## src/rtl/llsc_ctrl_if.sv

```systemverilog
// rtl/llsc_ctrl_if.sv - CPU, dcache, snoop and link-module signal bundle for llsc_ctrl
interface llsc_ctrl_if #(
  parameter int WORD_W = 32
);
  logic              cpu_ren;
  logic              cpu_wen;
  logic              cpu_atomic;
  logic [WORD_W-1:0] cpu_addr;
  logic [WORD_W-1:0] cpu_store;
  logic              cpu_ready;
  logic [WORD_W-1:0] cpu_rdata;

  logic              cache_ren;
  logic              cache_wen;
  logic [WORD_W-1:0] cache_addr;
  logic [WORD_W-1:0] cache_wdata;
  logic              cache_ready;
  logic [WORD_W-1:0] cache_rdata;

  logic              snoop_valid;
  logic [WORD_W-1:0] snoop_addr;

  logic [WORD_W-1:0] lm_addr_cpu;
  logic [WORD_W-1:0] lm_addr_bus;
  logic              lm_update;
  logic              lm_invalid;
  logic              lm_write_valid;

  // slave: the sequencer itself; master: the surrounding core, cache and link module
  modport slave (
    input  cpu_ren, cpu_wen, cpu_atomic, cpu_addr, cpu_store,
    output cpu_ready, cpu_rdata,
    output cache_ren, cache_wen, cache_addr, cache_wdata,
    input  cache_ready, cache_rdata,
    input  snoop_valid, snoop_addr,
    output lm_addr_cpu, lm_addr_bus, lm_update, lm_invalid,
    input  lm_write_valid
  );

  modport master (
    output cpu_ren, cpu_wen, cpu_atomic, cpu_addr, cpu_store,
    input  cpu_ready, cpu_rdata,
    input  cache_ren, cache_wen, cache_addr, cache_wdata,
    output cache_ready, cache_rdata,
    output snoop_valid, snoop_addr,
    input  lm_addr_cpu, lm_addr_bus, lm_update, lm_invalid,
    output lm_write_valid
  );
endinterface

```

## src/rtl/llsc_ctrl.sv

```systemverilog
// rtl/llsc_ctrl.sv - per-core LL/SC sequencer between CPU memory port and L1 dcache
module llsc_ctrl #(
  parameter int WORD_W = 32
) (
  input logic        CLK,
  input logic        RST,
  llsc_ctrl_if.slave bus
);
  typedef logic [WORD_W-1:0] word_t;

  typedef enum logic [2:0] {
    IDLE,
    LL_ACC,
    SC_CHK,
    SC_ACC,
    DONE
  } state_t;

  state_t state, state_n;
  word_t  data_q, data_n;
  word_t  word_addr;
  logic   snoop_hit;

  always_ff @(posedge CLK) begin
    if (RST) begin
      state  <= IDLE;
      data_q <= '0;
    end else begin
      state  <= state_n;
      data_q <= data_n;
    end
  end

  always_comb begin
    state_n          = state;
    data_n           = data_q;
    word_addr        = {bus.cpu_addr[WORD_W-1:2], 2'b00};
    snoop_hit        = bus.snoop_valid && (bus.snoop_addr[WORD_W-1:2] == bus.cpu_addr[WORD_W-1:2]);
    bus.cpu_ready    = 1'b0;
    bus.cpu_rdata    = '0;
    bus.cache_ren    = 1'b0;
    bus.cache_wen    = 1'b0;
    bus.cache_addr   = '0;
    bus.cache_wdata  = '0;
    bus.lm_addr_cpu  = '0;
    bus.lm_addr_bus  = '0;
    bus.lm_update    = 1'b0;
    bus.lm_invalid   = 1'b0;

    if (RST) begin
      // Holding the link cleared while in reset keeps a stale link from surviving it
      bus.lm_invalid = 1'b1;
    end else begin
      bus.lm_addr_cpu = word_addr;
      bus.lm_addr_bus = bus.snoop_valid ? bus.snoop_addr : '0;

      case (state)
        IDLE: begin
          bus.cpu_rdata = bus.cache_rdata;
          if (bus.cpu_wen) begin
            if (bus.cpu_atomic) begin
              state_n = SC_CHK;
            end else begin
              bus.cache_wen   = 1'b1;
              bus.cache_addr  = bus.cpu_addr;
              bus.cache_wdata = bus.cpu_store;
              bus.cpu_ready   = bus.cache_ready;
              // An ordinary store from this core to the linked word breaks the link
              bus.lm_invalid  = bus.cache_ready && bus.lm_write_valid;
            end
          end else if (bus.cpu_ren) begin
            if (bus.cpu_atomic) begin
              state_n = LL_ACC;
            end else begin
              bus.cache_ren  = 1'b1;
              bus.cache_addr = bus.cpu_addr;
              bus.cpu_ready  = bus.cache_ready;
            end
          end
        end

        LL_ACC: begin
          bus.cache_ren  = 1'b1;
          bus.cache_addr = bus.cpu_addr;
          if (bus.cache_ready) begin
            bus.lm_update = 1'b1;
            data_n        = bus.cache_rdata;
            state_n       = DONE;
          end
        end

        SC_CHK: begin
          if (bus.lm_write_valid && !snoop_hit) begin
            state_n = SC_ACC;
          end else begin
            data_n  = '0;
            state_n = DONE;
          end
        end

        SC_ACC: begin
          bus.cache_wen   = 1'b1;
          bus.cache_addr  = bus.cpu_addr;
          bus.cache_wdata = bus.cpu_store;
          if (bus.cache_ready) begin
            bus.lm_invalid = 1'b1;
            data_n         = word_t'(1);
            state_n        = DONE;
          end
        end

        DONE: begin
          bus.cpu_ready = 1'b1;
          bus.cpu_rdata = data_q;
          state_n       = IDLE;
        end

        default: state_n = IDLE;
      endcase
    end
  end
endmodule

```

## src/flat_wrapper.sv

```systemverilog
// flat-port wrapper written by rule: the top's interface ports become plain ports
module llsc_ctrl_flat 
#(
  parameter int WORD_W = 32
)
  (CLK, RST, bus_cpu_ren, bus_cpu_wen, bus_cpu_atomic, bus_cpu_addr, bus_cpu_store, bus_cpu_ready, bus_cpu_rdata, bus_cache_ren, bus_cache_wen, bus_cache_addr, bus_cache_wdata, bus_cache_ready, bus_cache_rdata, bus_snoop_valid, bus_snoop_addr, bus_lm_addr_cpu, bus_lm_addr_bus, bus_lm_update, bus_lm_invalid, bus_lm_write_valid);
  llsc_ctrl_if #(.WORD_W(WORD_W)) bus_i ();
  input logic CLK;
  input logic RST;
  input wire logic [$bits(bus_i.cpu_ren)-1:0] bus_cpu_ren;
  input wire logic [$bits(bus_i.cpu_wen)-1:0] bus_cpu_wen;
  input wire logic [$bits(bus_i.cpu_atomic)-1:0] bus_cpu_atomic;
  input wire logic [$bits(bus_i.cpu_addr)-1:0] bus_cpu_addr;
  input wire logic [$bits(bus_i.cpu_store)-1:0] bus_cpu_store;
  output wire logic [$bits(bus_i.cpu_ready)-1:0] bus_cpu_ready;
  output wire logic [$bits(bus_i.cpu_rdata)-1:0] bus_cpu_rdata;
  output wire logic [$bits(bus_i.cache_ren)-1:0] bus_cache_ren;
  output wire logic [$bits(bus_i.cache_wen)-1:0] bus_cache_wen;
  output wire logic [$bits(bus_i.cache_addr)-1:0] bus_cache_addr;
  output wire logic [$bits(bus_i.cache_wdata)-1:0] bus_cache_wdata;
  input wire logic [$bits(bus_i.cache_ready)-1:0] bus_cache_ready;
  input wire logic [$bits(bus_i.cache_rdata)-1:0] bus_cache_rdata;
  input wire logic [$bits(bus_i.snoop_valid)-1:0] bus_snoop_valid;
  input wire logic [$bits(bus_i.snoop_addr)-1:0] bus_snoop_addr;
  output wire logic [$bits(bus_i.lm_addr_cpu)-1:0] bus_lm_addr_cpu;
  output wire logic [$bits(bus_i.lm_addr_bus)-1:0] bus_lm_addr_bus;
  output wire logic [$bits(bus_i.lm_update)-1:0] bus_lm_update;
  output wire logic [$bits(bus_i.lm_invalid)-1:0] bus_lm_invalid;
  input wire logic [$bits(bus_i.lm_write_valid)-1:0] bus_lm_write_valid;
  assign bus_i.cpu_ren = bus_cpu_ren;
  assign bus_i.cpu_wen = bus_cpu_wen;
  assign bus_i.cpu_atomic = bus_cpu_atomic;
  assign bus_i.cpu_addr = bus_cpu_addr;
  assign bus_i.cpu_store = bus_cpu_store;
  assign bus_cpu_ready = bus_i.cpu_ready;
  assign bus_cpu_rdata = bus_i.cpu_rdata;
  assign bus_cache_ren = bus_i.cache_ren;
  assign bus_cache_wen = bus_i.cache_wen;
  assign bus_cache_addr = bus_i.cache_addr;
  assign bus_cache_wdata = bus_i.cache_wdata;
  assign bus_i.cache_ready = bus_cache_ready;
  assign bus_i.cache_rdata = bus_cache_rdata;
  assign bus_i.snoop_valid = bus_snoop_valid;
  assign bus_i.snoop_addr = bus_snoop_addr;
  assign bus_lm_addr_cpu = bus_i.lm_addr_cpu;
  assign bus_lm_addr_bus = bus_i.lm_addr_bus;
  assign bus_lm_update = bus_i.lm_update;
  assign bus_lm_invalid = bus_i.lm_invalid;
  assign bus_i.lm_write_valid = bus_lm_write_valid;
  llsc_ctrl #(.WORD_W(WORD_W)) u_core (.CLK(CLK), .RST(RST), .bus(bus_i));
endmodule
```

## config.mk

```make
export PLATFORM = sky130hd
export DESIGN_NAME = llsc_ctrl_flat
export DESIGN_NICKNAME = d
export VERILOG_FILES = /design/src/rtl/llsc_ctrl_if.sv /design/src/rtl/llsc_ctrl.sv /design/src/flat_wrapper.sv
export SDC_FILE = /design/constraint.sdc
export NUM_CORES = 1
export LEC_CHECK = 0
export CORE_AREA = 2 2 115 117
export CTS_CLUSTER_DIAMETER = 30
export DETAILED_ROUTE_END_ITERATION = 10
export DIE_AREA = 0 0 117 119
export GPL_TIMING_DRIVEN = 1
export PLACE_DENSITY = 0.73
export SLEW_MARGIN = 30
export SYNTH_ARGS = -nofsm -noshare
export SYNTH_HDL_FRONTEND = slang
export SYNTH_SLANG_ARGS = --single-unit
```

## constraint.sdc

```tcl
create_clock -name CLK -period 2.8 [get_ports CLK]
set_input_delay 0.7 -clock CLK [delete_from_list [all_inputs] [get_ports CLK]]
set_output_delay 0.7 -clock CLK [all_outputs]
set_load 0.1 [all_outputs]
```

### Word-level counts from Yosys, hierarchy flattened

Cells that the tools add are included.

| storage, ports and cells | value |
|---|---|
| bits in registers | 35 |
| input port bits | 136 |
| output and inout port bits | 165 |

| operators by class | value |
|---|---|
| equal/unequal tests | 11 |
| muxes and demuxes | 45 |
| reduce and logical (&&, ||, !) cells | 9 |

Operator list:

| operator | count |
|---|---|
| 2-to-1 mux 32 bit | 14 |
| case mux 32 bit (2 select lines) | 3 |
| case mux 32 bit (3 select lines) | 1 |
| == test 30 bit | 1 |
| 2-to-1 mux 3 bit | 6 |
| 2-to-1 mux 1 bit | 16 |
| case mux 3 bit (3 select lines) | 1 |
| != test 2 bit (second input constant) | 4 |
| case mux 1 bit (2 select lines) | 4 |
| == test 3 x 2 -> 1 bit (second input constant) | 2 |
| AND reduction 4 bit | 1 |
| == test 3 x 1 -> 1 bit (second input constant) | 1 |
| == test 3 bit (second input constant) | 1 |
| logical AND 1 bit | 3 |
| zero test 3 bit | 1 |
| != test 3 bit (second input constant) | 1 |
| AND reduction 3 bit | 1 |
| nonzero test 3 bit | 1 |
| != test 2 x 1 -> 1 bit (second input constant) | 1 |
| OR reduction 2 bit | 1 |
| zero test 1 bit | 1 |

### Depth between registers and ports, before layout

Gate-level depths: netlist of the first run.

| logic depth | value |
|---|---|
| word-level depth | 6 |
| mapped depth | 6 |

### Worst setup path before layout of the first run

OpenSTA, ideal clock, no wires.

| timing | value |
|---|---|
| kind | input to output |
| start | input RST |
| end | output bus_cache_wdata[22] |
| arrival time | 3.222 ns |
| data required time | 2.100 ns |
| path slack | -1.122 ns |
| stages on the path | 5 |
| path buffers | 2 |
| cell sequence | or2_2 clkbuf_1 a21oi_1 clkbuf_1 and2_1 |

| on the way | value |
|---|---|
| cells in the longest elaborated chain, start to end | 1 |

Ends and longest elaborated chain:

| item | RTL line | text |
|---|---|---|
| from (decl) | flat_wrapper.sv:9 | `input logic RST;` |
| 2-to-1 mux 32 bit | llsc_ctrl.sv:50 | `if (RST) begin` |
| to (decl) | flat_wrapper.sv:20 | `output wire logic [$bits(bus_i.cache_wdata)-1:0] bus_cache_wdata;` |

No other way between the ends.

### Worst setup path in the final report of the first run

| timing | value |
|---|---|
| start | input bus_cpu_wen |
| end | output bus_cache_addr[26] |

| on the way | value |
|---|---|
| cells in the longest elaborated chain, start to end | 3 |

Ends and longest elaborated chain:

| item | RTL line | text |
|---|---|---|
| from (decl) | flat_wrapper.sv:11 | `input wire logic [$bits(bus_i.cpu_wen)-1:0] bus_cpu_wen;` |
| 2-to-1 mux 32 bit | llsc_ctrl.sv:60 | `if (bus.cpu_wen) begin` |
| case mux 32 bit (2 select lines) | llsc_ctrl.sv:57 | `case (state)` |
| 2-to-1 mux 32 bit | llsc_ctrl.sv:50 |  |
| to (decl) | flat_wrapper.sv:19 | `output wire logic [$bits(bus_i.cache_addr)-1:0] bus_cache_addr;` |

No other way between the ends.

==> qor.txt, run 1 <==
Max FO, Critical Path: 16
Final Net Count: 877
Deepest clock path buffer count: 2
Die ar.: 0.01392 sq mm
Worst Skew: 0.003220 ns
Row count: 42
Layout cell share with drive strength beyond 1: 43.67%
Die Span X: 117 um
RSZ-0062 raised after global routing: false
Buffers and inverters on the worst path: 4
Hold buffer count at cts: 0
Final Hold Fails: 0
Min Tclk post-route: 2.756 ns
Final instance area: 0.008818 sq mm
Pin count of the biggest net entering global routing: 63
Total I/O pin count: 301
Detailed-route via count: 4544
Post-DP HPWL: 15.06 mm
Cts bufs inserted: 5
Top achievable clock speed: 0.3629 GHz
CTS tree: built
WP data required: 2.10 ns
Final total power: 3.347 mW
P&R area growth vs syn: 171.1%
Cell variety after synth: 36
Core Util, Final: 68.49%
Synthesized area: 0.003253 sq mm
Initial DRT Pass Iterations: 7
Via/cell ratio: 4.939
YS warnings: 0
Maximum vdd drop: 0.2147 mV
Kind of critical path: input port to output pin
Wirelength per Cell: 20.26 um
R2R Setup Slk: 0.86 ns
Slowest CP cell: clkdlybuf4s15_2
Placed instance area: 0.008556 sq mm
First-pass GRT wire length: 27.55 mm
Slew headroom: 55.25%
Leak Pwr: 3.248 nW
Final setup vio count: 0
Fin crit share: 98.41%
CP startpoint kind: input port
P per Cell Area: 379.5 mW/mm^2
Worst setup EP type: output pin
Clock H-tree levels: 2
Worst min path class: flop to flop
Max-Cap Viols: 0
Final setup TNS: 0 ns
DRC: 0
Gr usage total: 25.87%
Register Area: 703.2 sq um
Worst-Skew Late Latency: 0.27 ns
FILL cells: 905
Worst-Margin Slew: 0.6713 ns
Crit path arrival time: 2.06 ns
Outcome: finished clean
Sink Count: 35
DIE HEIGHT: 119 um
Placer Congestion: 0.9518
Clock Pin Slew Worst Setup and Hold Paths: 0.06 ns
Post-Synthesis Cells: 444
Core area: 0.01287 sq mm
Vias in the first global route: 4728
CP delay by family, top: simple AND/OR/NAND/NOR gates
Sequential area share after synthesis: 21.54%
Post-synthesis average cell area: 7.327 sq um
Max-slew violation count: 0
Slowest stage delay, CP: 0.22 ns
Crit-path cells: clkdlybuf4s15_2 > nor2_1 > nor3_2 > nor2_2 > nor2_4 > buf_6 > buf_16 > and2_2 > buf_12
Gr ovfl total: 0
Post-DRT Antenna Nets: 0
Worst slack at placement: -0.1986 ns
IO buf count: 298
Initial antenna violation count: 1
WL final: 18.64 mm
Root buffer cell: clkbuf_16
Multi-input gate area: 0.002755 sq mm
Initial core utilization: 25.27%
Flops & latches, synth: 35
Iter 0 DRT Violations: 362
Worst Slack Setup Final: 0.04444 ns
==> logic make-up after synthesis <==
family	count (synthesis)	share of synthesized area, %
and+or+nand+nor	223	37.27
AOI/OAI and AO/OA	80	16.96
buffers and inverters	43	6.192
DFF	35	21.54
muxes	32	9.846
xor gates and xnor gates	30	8.077
other	1	0.1153
==> layer usage <==
| metal | vias up | GRT usage, % | routed length, um |
|---|---|---|---|
| met3 | 25 | 6.158 | 1474 |
| met1 | 2154 | 31.40 | 7071 |
| met5 | - | 0 | 0 |
| met2 | 250 | 45.59 | 9652 |
| li1 | 2115 | - | - |
| met4 | 0 | 6.029 | 445 |
==> metrics by stage <==
stage	cells	hold WS (ns)
after floorplan	445	0.4729
after global placement	905	0.4912
after detailed placement	905	0.5118
after CTS	918	0.5188
after global routing	919	0.5391
final	920	0.5144
==> where the power goes <==
group | leakage, nW | switching [mW] | internal (mW) | total [mW]
logic | 2.90 | 1.41 | 0.871 | 2.29
registers | 0.284 | 0.0181 | 0.516 | 0.534
clock network | 0.0669 | 0.200 | 0.328 | 0.527
==> repair_timing <==
item	CTS	global route
buffers inserted	2	0
hold endpoints to repair	0	0
pin swaps	2	2
endpoints found under the setup margin	65	57
gates cloned	3	0
resized for setup	25	4
==> cell type report <==
type / count / share of cell area (%)
timing repair buffer: 330 / 56.54
multi-input combinational: 367 / 31.24
sequential: 35 / 7.974
tap: 176 / 2.497
clock buffer: 6 / 1.461
clock inverter: 2 / 0.1419
inverter: 2 / 0.08513
antenna: 2 / 0.05675
==> worst paths after layout <==
kind / end / startpoint / cells past startpoint
max: bus_cache_addr[26] / bus_cpu_wen / 9
min: u_core.data_q[5] / u_core.data_q[5] / 2
max reg2reg: u_core.data_q[3] / u_core.state[0] / 6
min reg2reg: u_core.data_q[5] / u_core.data_q[5] / 2
==> state kept, by name, indices dropped and copies added, names as in the netlist <==
signal and cells:
u_core.data_q 32, u_core.state 3
==> synth_stat cells <==
master	number	area, sq um
and2_1	96	600.6
nor2_1	42	157.7
a21oi_1	37	185.2
dfxtp_1	35	700.7
nand2_1	33	123.9
mux2i_1	32	320.3
a311oi_1	31	271.5
nor2b_1	31	193.9
clkbuf_1	25	93.84
xnor2_1	15	131.4
xor2_1	15	131.4
buf_2	8	40.04
nand4_1	5	31.28
nor3_1	5	25.02
buf_1	3	11.26
buf_6	3	33.78
nor4_1	3	18.77
o21ai_0	3	15.01
buf_4	2	15.01
inv_1	2	7.510
nand2b_1	2	12.51
o211ai_1	2	15.01
a2111oi_0	1	8.760
a211oi_1	1	7.510
a221oi_1	1	8.760
a31o_2	1	8.760
a31oi_1	1	6.260
and2_2	1	7.510
conb_1	1	3.750
nand3b_1	1	7.510
nor3_2	1	10.01
o2111ai_1	1	8.760
o21ai_4	1	16.27
or2_2	1	6.260
or3_1	1	6.260
or4_4	1	11.26
==> layout by cell type (no fill, tap or decap), types with 2 or more instances in the layout <==
| master | n |
|---|---|
| xor2_1 | 15 |
| nor3_4 | 2 |
| clkbuf_16 | 5 |
| dfxtp_1 | 33 |
| clkdlybuf4s50_1 | 131 |
| nor3_2 | 2 |
| nor2b_2 | 8 |
| nor4_1 | 3 |
| nand4_1 | 5 |
| and2_1 | 34 |
| nand2_1 | 33 |
| a311oi_1 | 31 |
| inv_1 | 2 |
| o21ai_0 | 3 |
| conb_1 | 2 |
| nor2_1 | 8 |
| diode_2 | 2 |
| mux2i_1 | 32 |
| nor2_4 | 31 |
| buf_6 | 3 |
| and2_2 | 45 |
| buf_4 | 20 |
| nor2b_1 | 23 |
| nor3_1 | 2 |
| nand2b_1 | 2 |
| a21oi_2 | 2 |
| a21oi_1 | 35 |
| clkdlybuf4s15_2 | 2 |
| buf_16 | 2 |
| xnor2_1 | 15 |
| nor2_2 | 3 |
| buf_12 | 170 |
| dfxtp_2 | 2 |
| o211ai_1 | 2 |
| and2_4 | 18 |
==> worst reg2reg max path: stages (launching register included) <==
cell and delay [ns]:
dfxtp_1 0.59, nand2_1 0.16, buf_4 0.20, nor3_4 0.17
buf_12 0.28, nand2_1 0.16, a311oi_1 0.29
(Power assumes the default switching activity.)
==> inputs of run 2 (changes only) <==
--- a/config.mk
+++ b/config.mk
@@ -7,2 +7,3 @@
 export LEC_CHECK = 0
+export CAP_MARGIN = 20
 export CORE_AREA = 2 2 115 117
==> constraint.sdc (replaced) <==
create_clock -name CLK -period 2.8 [get_ports CLK]
set_input_delay 0.56 -clock CLK [delete_from_list [all_inputs] [get_ports CLK]]
set_output_delay 0.56 -clock CLK [all_outputs]
set_load 0.1 [all_outputs]
==> run 2 against run 1 <==
Register-to-register slack better by 0.03 ns. Highest routed layer is now met5. Critical endpoint is now bus_cache_wdata[19]. Setup slack better by 0.073 ns. Combinational power fell by 6%. Count of clock-buffer cells in the layout shrank 1. Routed wire length fell by 11%. Fmax up 2.7%. Critical path type unchanged. Global-route usage fell by 2.6 points.
==> qor.txt, run 2 (synthesis gave the netlist of run 1 again) <==
Outcome: finished clean (unchanged)
Multi-input gate area: 0.002516 sq mm (was 0.002755 sq mm)
FF-to-FF Start: u_core.state[1] (was u_core.state[0])
Worst min path class: flop to flop (unchanged)
Pint: 1.733 mW (was 1.715 mW)
Buffers and inverters on the worst path: 3 (was 4)
Worst slack at placement: -0.08691 ns (was -0.1986 ns)
Maximum vdd drop: 0.3345 mV (was 0.2147 mV)
Max FO, Critical Path: 33 (was 16)
Flop pwr share: 16.1% (was 16.0%)
NetSw: 1.560 mW (was 1.632 mW)
Final setup vio count: 0 (unchanged)
IO buf count: 298 (unchanged)
Sink Count: 35 (unchanged)
Min Tclk post-route: 2.683 ns (was 2.756 ns)
Cts bufs inserted: 5 (unchanged)
Crit-path cells: clkdlybuf4s50_1 > nand3b_1 > a21oi_1 > buf_6 > and2_1 > buf_12 (was clkdlybuf4s15_2 > nor2_1 > nor3_2 > nor2_2 > nor2_4 > buf_6 > buf_16 > and2_2 > buf_12)
Gr ovfl total: 0 (unchanged)
Initial core utilization: 25.27% (unchanged)
Placed instance area: 0.008200 sq mm (was 0.008556 sq mm)
P&R area growth vs syn: 157.9% (was 171.1%)
CTS tree: built (unchanged)
Root buffer cell: clkbuf_16 (unchanged)
RR Endpoint: u_core.state[1] (was u_core.data_q[3])
Clock Pin Slew Worst Setup and Hold Paths: 0.05 ns (was 0.06 ns)
Max-slew violation count: 0 (unchanged)
Largest register FFs: 32 (unchanged)
First-pass GRT wire length: 24.93 mm (was 27.55 mm)
Worst Skew: 0.002028 ns (was 0.003220 ns)
Detailed-route via count: 4292 (was 4544)
Worst r2r path cells: 5 (was 6)
Total I/O pin count: 301 (unchanged)
Post-DP HPWL: 14.25 mm (was 15.06 mm)
Placer Congestion: 0.8915 (was 0.9518)
Hold Crit Depth: 2 (unchanged)
Finished Layout Cells: 904 (was 920)
Biggest register: u_core.data_q (unchanged)
WL final: 16.65 mm (was 18.64 mm)
Core area: 0.01287 sq mm (unchanged)
Max-Cap Viols: 0 (unchanged)
Gr usage total: 23.30% (was 25.87%)
Final Hold Fails: 0 (unchanged)
Layout cell share with drive strength beyond 1: 35.68% (was 43.67%)
Deepest clock path buffer count: 2 (unchanged)
Min-Delay Startpoint: u_core.data_q[20] (was u_core.data_q[5])
Slew headroom: 58.54% (was 55.25%)
Biggest registers after layout: u_core.data_q x32, u_core.state x3 (unchanged)
Wirelength per Cell: 18.41 um (was 20.26 um)
Worst-Margin Slew: 0.6219 ns (was 0.6713 ns)
Fin crit share: 95.81% (was 98.41%)
CP startpoint kind: input port (unchanged)
Register Area: 701.9 sq um (was 703.2 sq um)
DIE HEIGHT: 119 um (unchanged)
Comb pwr share: 65.3% (was 68.3%)
Top achievable clock speed: 0.3728 GHz (was 0.3629 GHz)
Iter 0 DRT Violations: 246 (was 362)
Worst-Skew Late Latency: 0.27 ns (about the same)
Hold buffer count at cts: 0 (unchanged)
Slowest CP cell: clkdlybuf4s50_1 (was clkdlybuf4s15_2)
WP data required: 2.24 ns (was 2.10 ns)
Via/cell ratio: 4.748 (was 4.939)
RSZ-0062 raised after global routing: false (unchanged)
Worst Slack Setup Final: 0.1173 ns (was 0.04444 ns)
DRC: 0 (unchanged)
P per Cell Area: 392.5 mW/mm^2 (was 379.5 mW/mm^2)
Pin count of the biggest net entering global routing: 61 (was 63)
Post-DRT Antenna Nets: 0 (unchanged)
Row count: 42 (unchanged)
Vias in the first global route: 4387 (was 4728)
Die Span X: 117 um (unchanged)
Die ar.: 0.01392 sq mm (unchanged)
Slowest stage delay, CP: 0.49 ns (was 0.22 ns)
Initial antenna violation count: 7 (was 1)
CP delay by family, top: buffers and inverters (was simple AND/OR/NAND/NOR gates)
Leading cell type in the layout, fill and taps excluded: buf_12 (unchanged)
Crit path arrival time: 2.12 ns (was 2.06 ns)
FILL cells: 996 (was 905)
R2R Setup Slk: 0.89 ns (was 0.86 ns)
Switching share of power: 47.37% (was 48.75%)
Final total power: 3.293 mW (was 3.347 mW)
Most frequent cells in the layout: 167 x buf_12, 133 x clkdlybuf4s50_1, 87 x and2_1 (was 170 x buf_12, 131 x clkdlybuf4s50_1, 45 x and2_2)
Leak Pwr: 3.085 nW (was 3.248 nW)
Worst setup EP type: output pin (unchanged)
Initial DRT Pass Iterations: 4 (was 7)
Final Net Count: 858 (was 877)
Clock H-tree levels: 2 (unchanged)
Core Util, Final: 65.17% (was 68.49%)
Final instance area: 0.008391 sq mm (was 0.008818 sq mm)
Cells after DPL: 891 (was 905)
Clock power share: 18.6% (was 15.8%)
Kind of critical path: input port to output pin (unchanged)
WHS Endpoint: u_core.data_q[20] (was u_core.data_q[5])
## run 2: cell count changes in the layout (fill, tap and decap cells not counted), sizes merged
| cell | previous run | this run |
|---|---|---|
| clkdlybuf4s50 | 131 | 133 |
| buf | 196 | 177 |
| clkinv | 1 | 2 |
| bufinv | 0 | 1 |
| diode | 2 | 5 |
| clkbuf | 7 | 5 |
| clkinvlp | 1 | 0 |
| clkdlybuf4s15 | 2 | 0 |
| dlymetal6s2s | 0 | 1 |
## run 2: worst reg2reg max path, cell delays in order (launching register included)
cell	delay (ns)
dfxtp_1	0.58
nand2b_1	0.18
nor3_1	0.40
o21ai_4	0.11
buf_12	0.19
a2111oi_0	0.34
## run 2: metal layers
layer,GRT usage [%],up-vias,wire (um),share of wire (%)
met5,0,-,24,0.14
met4,5.882,4,362,2.2
met3,10.18,24,1851,11
met2,40.25,194,8519,51
met1,25.97,1990,5889,35
li1,-,2080,-,-
## run 2: worst max-delay path by stage
stage                       start  slack (ns)  cells past startpoint                   to
4_1_cts               bus_cpu_wen        0.08                      8    bus_cache_addr[8]
6_report           bus_cpu_atomic        0.12                      6  bus_cache_wdata[19]
3_3_place_gp   bus_snoop_addr[27]       -0.08                      7      u_core.state[1]
5_1_grt            bus_cpu_atomic        0.01                      6  bus_cache_wdata[13]
2_1_floorplan                 RST       -0.80                      3        bus_cache_ren
3_5_place_dp   bus_snoop_addr[27]       -0.09                      7     u_core.data_q[5]
## run 2: final cells by class
type                       count  share of cell area [%]
clock buffer                   5                   1.491
clock inverter                 3                  0.5219
antenna                        5                  0.1491
tap                          176                   2.625
sequential                    35                   8.366
multi-input combinational    367                   29.99
timing repair buffer         311                   56.77
inverter                       2                 0.08947
## run 2: metrics by stage
stage	setup TNS [ns]	hold slack (ns)
finish	0	0.5168
global route	0	0.5425
CTS	0	0.5225
detailed placement	-2.155	0.5134
global placement	-2.045	0.5066
floorplan	-1.803	0.4729
## run 2: repair_timing
| action | CTS | global route |
|---|---|---|
| buffers inserted | 0 | 0 |
| resized for setup | 0 | 3 |
| setup endpoints to repair | 0 | 48 |
## run 2: power by group through the flow
stage                     Sequential, mW  Combinational (mW)  Clock [mW]
final                              0.531                2.15       0.612
after global placement             0.540                2.13           0
after floorplan                    0.532                1.26           0
after global routing               0.533                2.22       0.652
after CTS                          0.531                2.16       0.628
after detailed placement           0.541                2.15           0
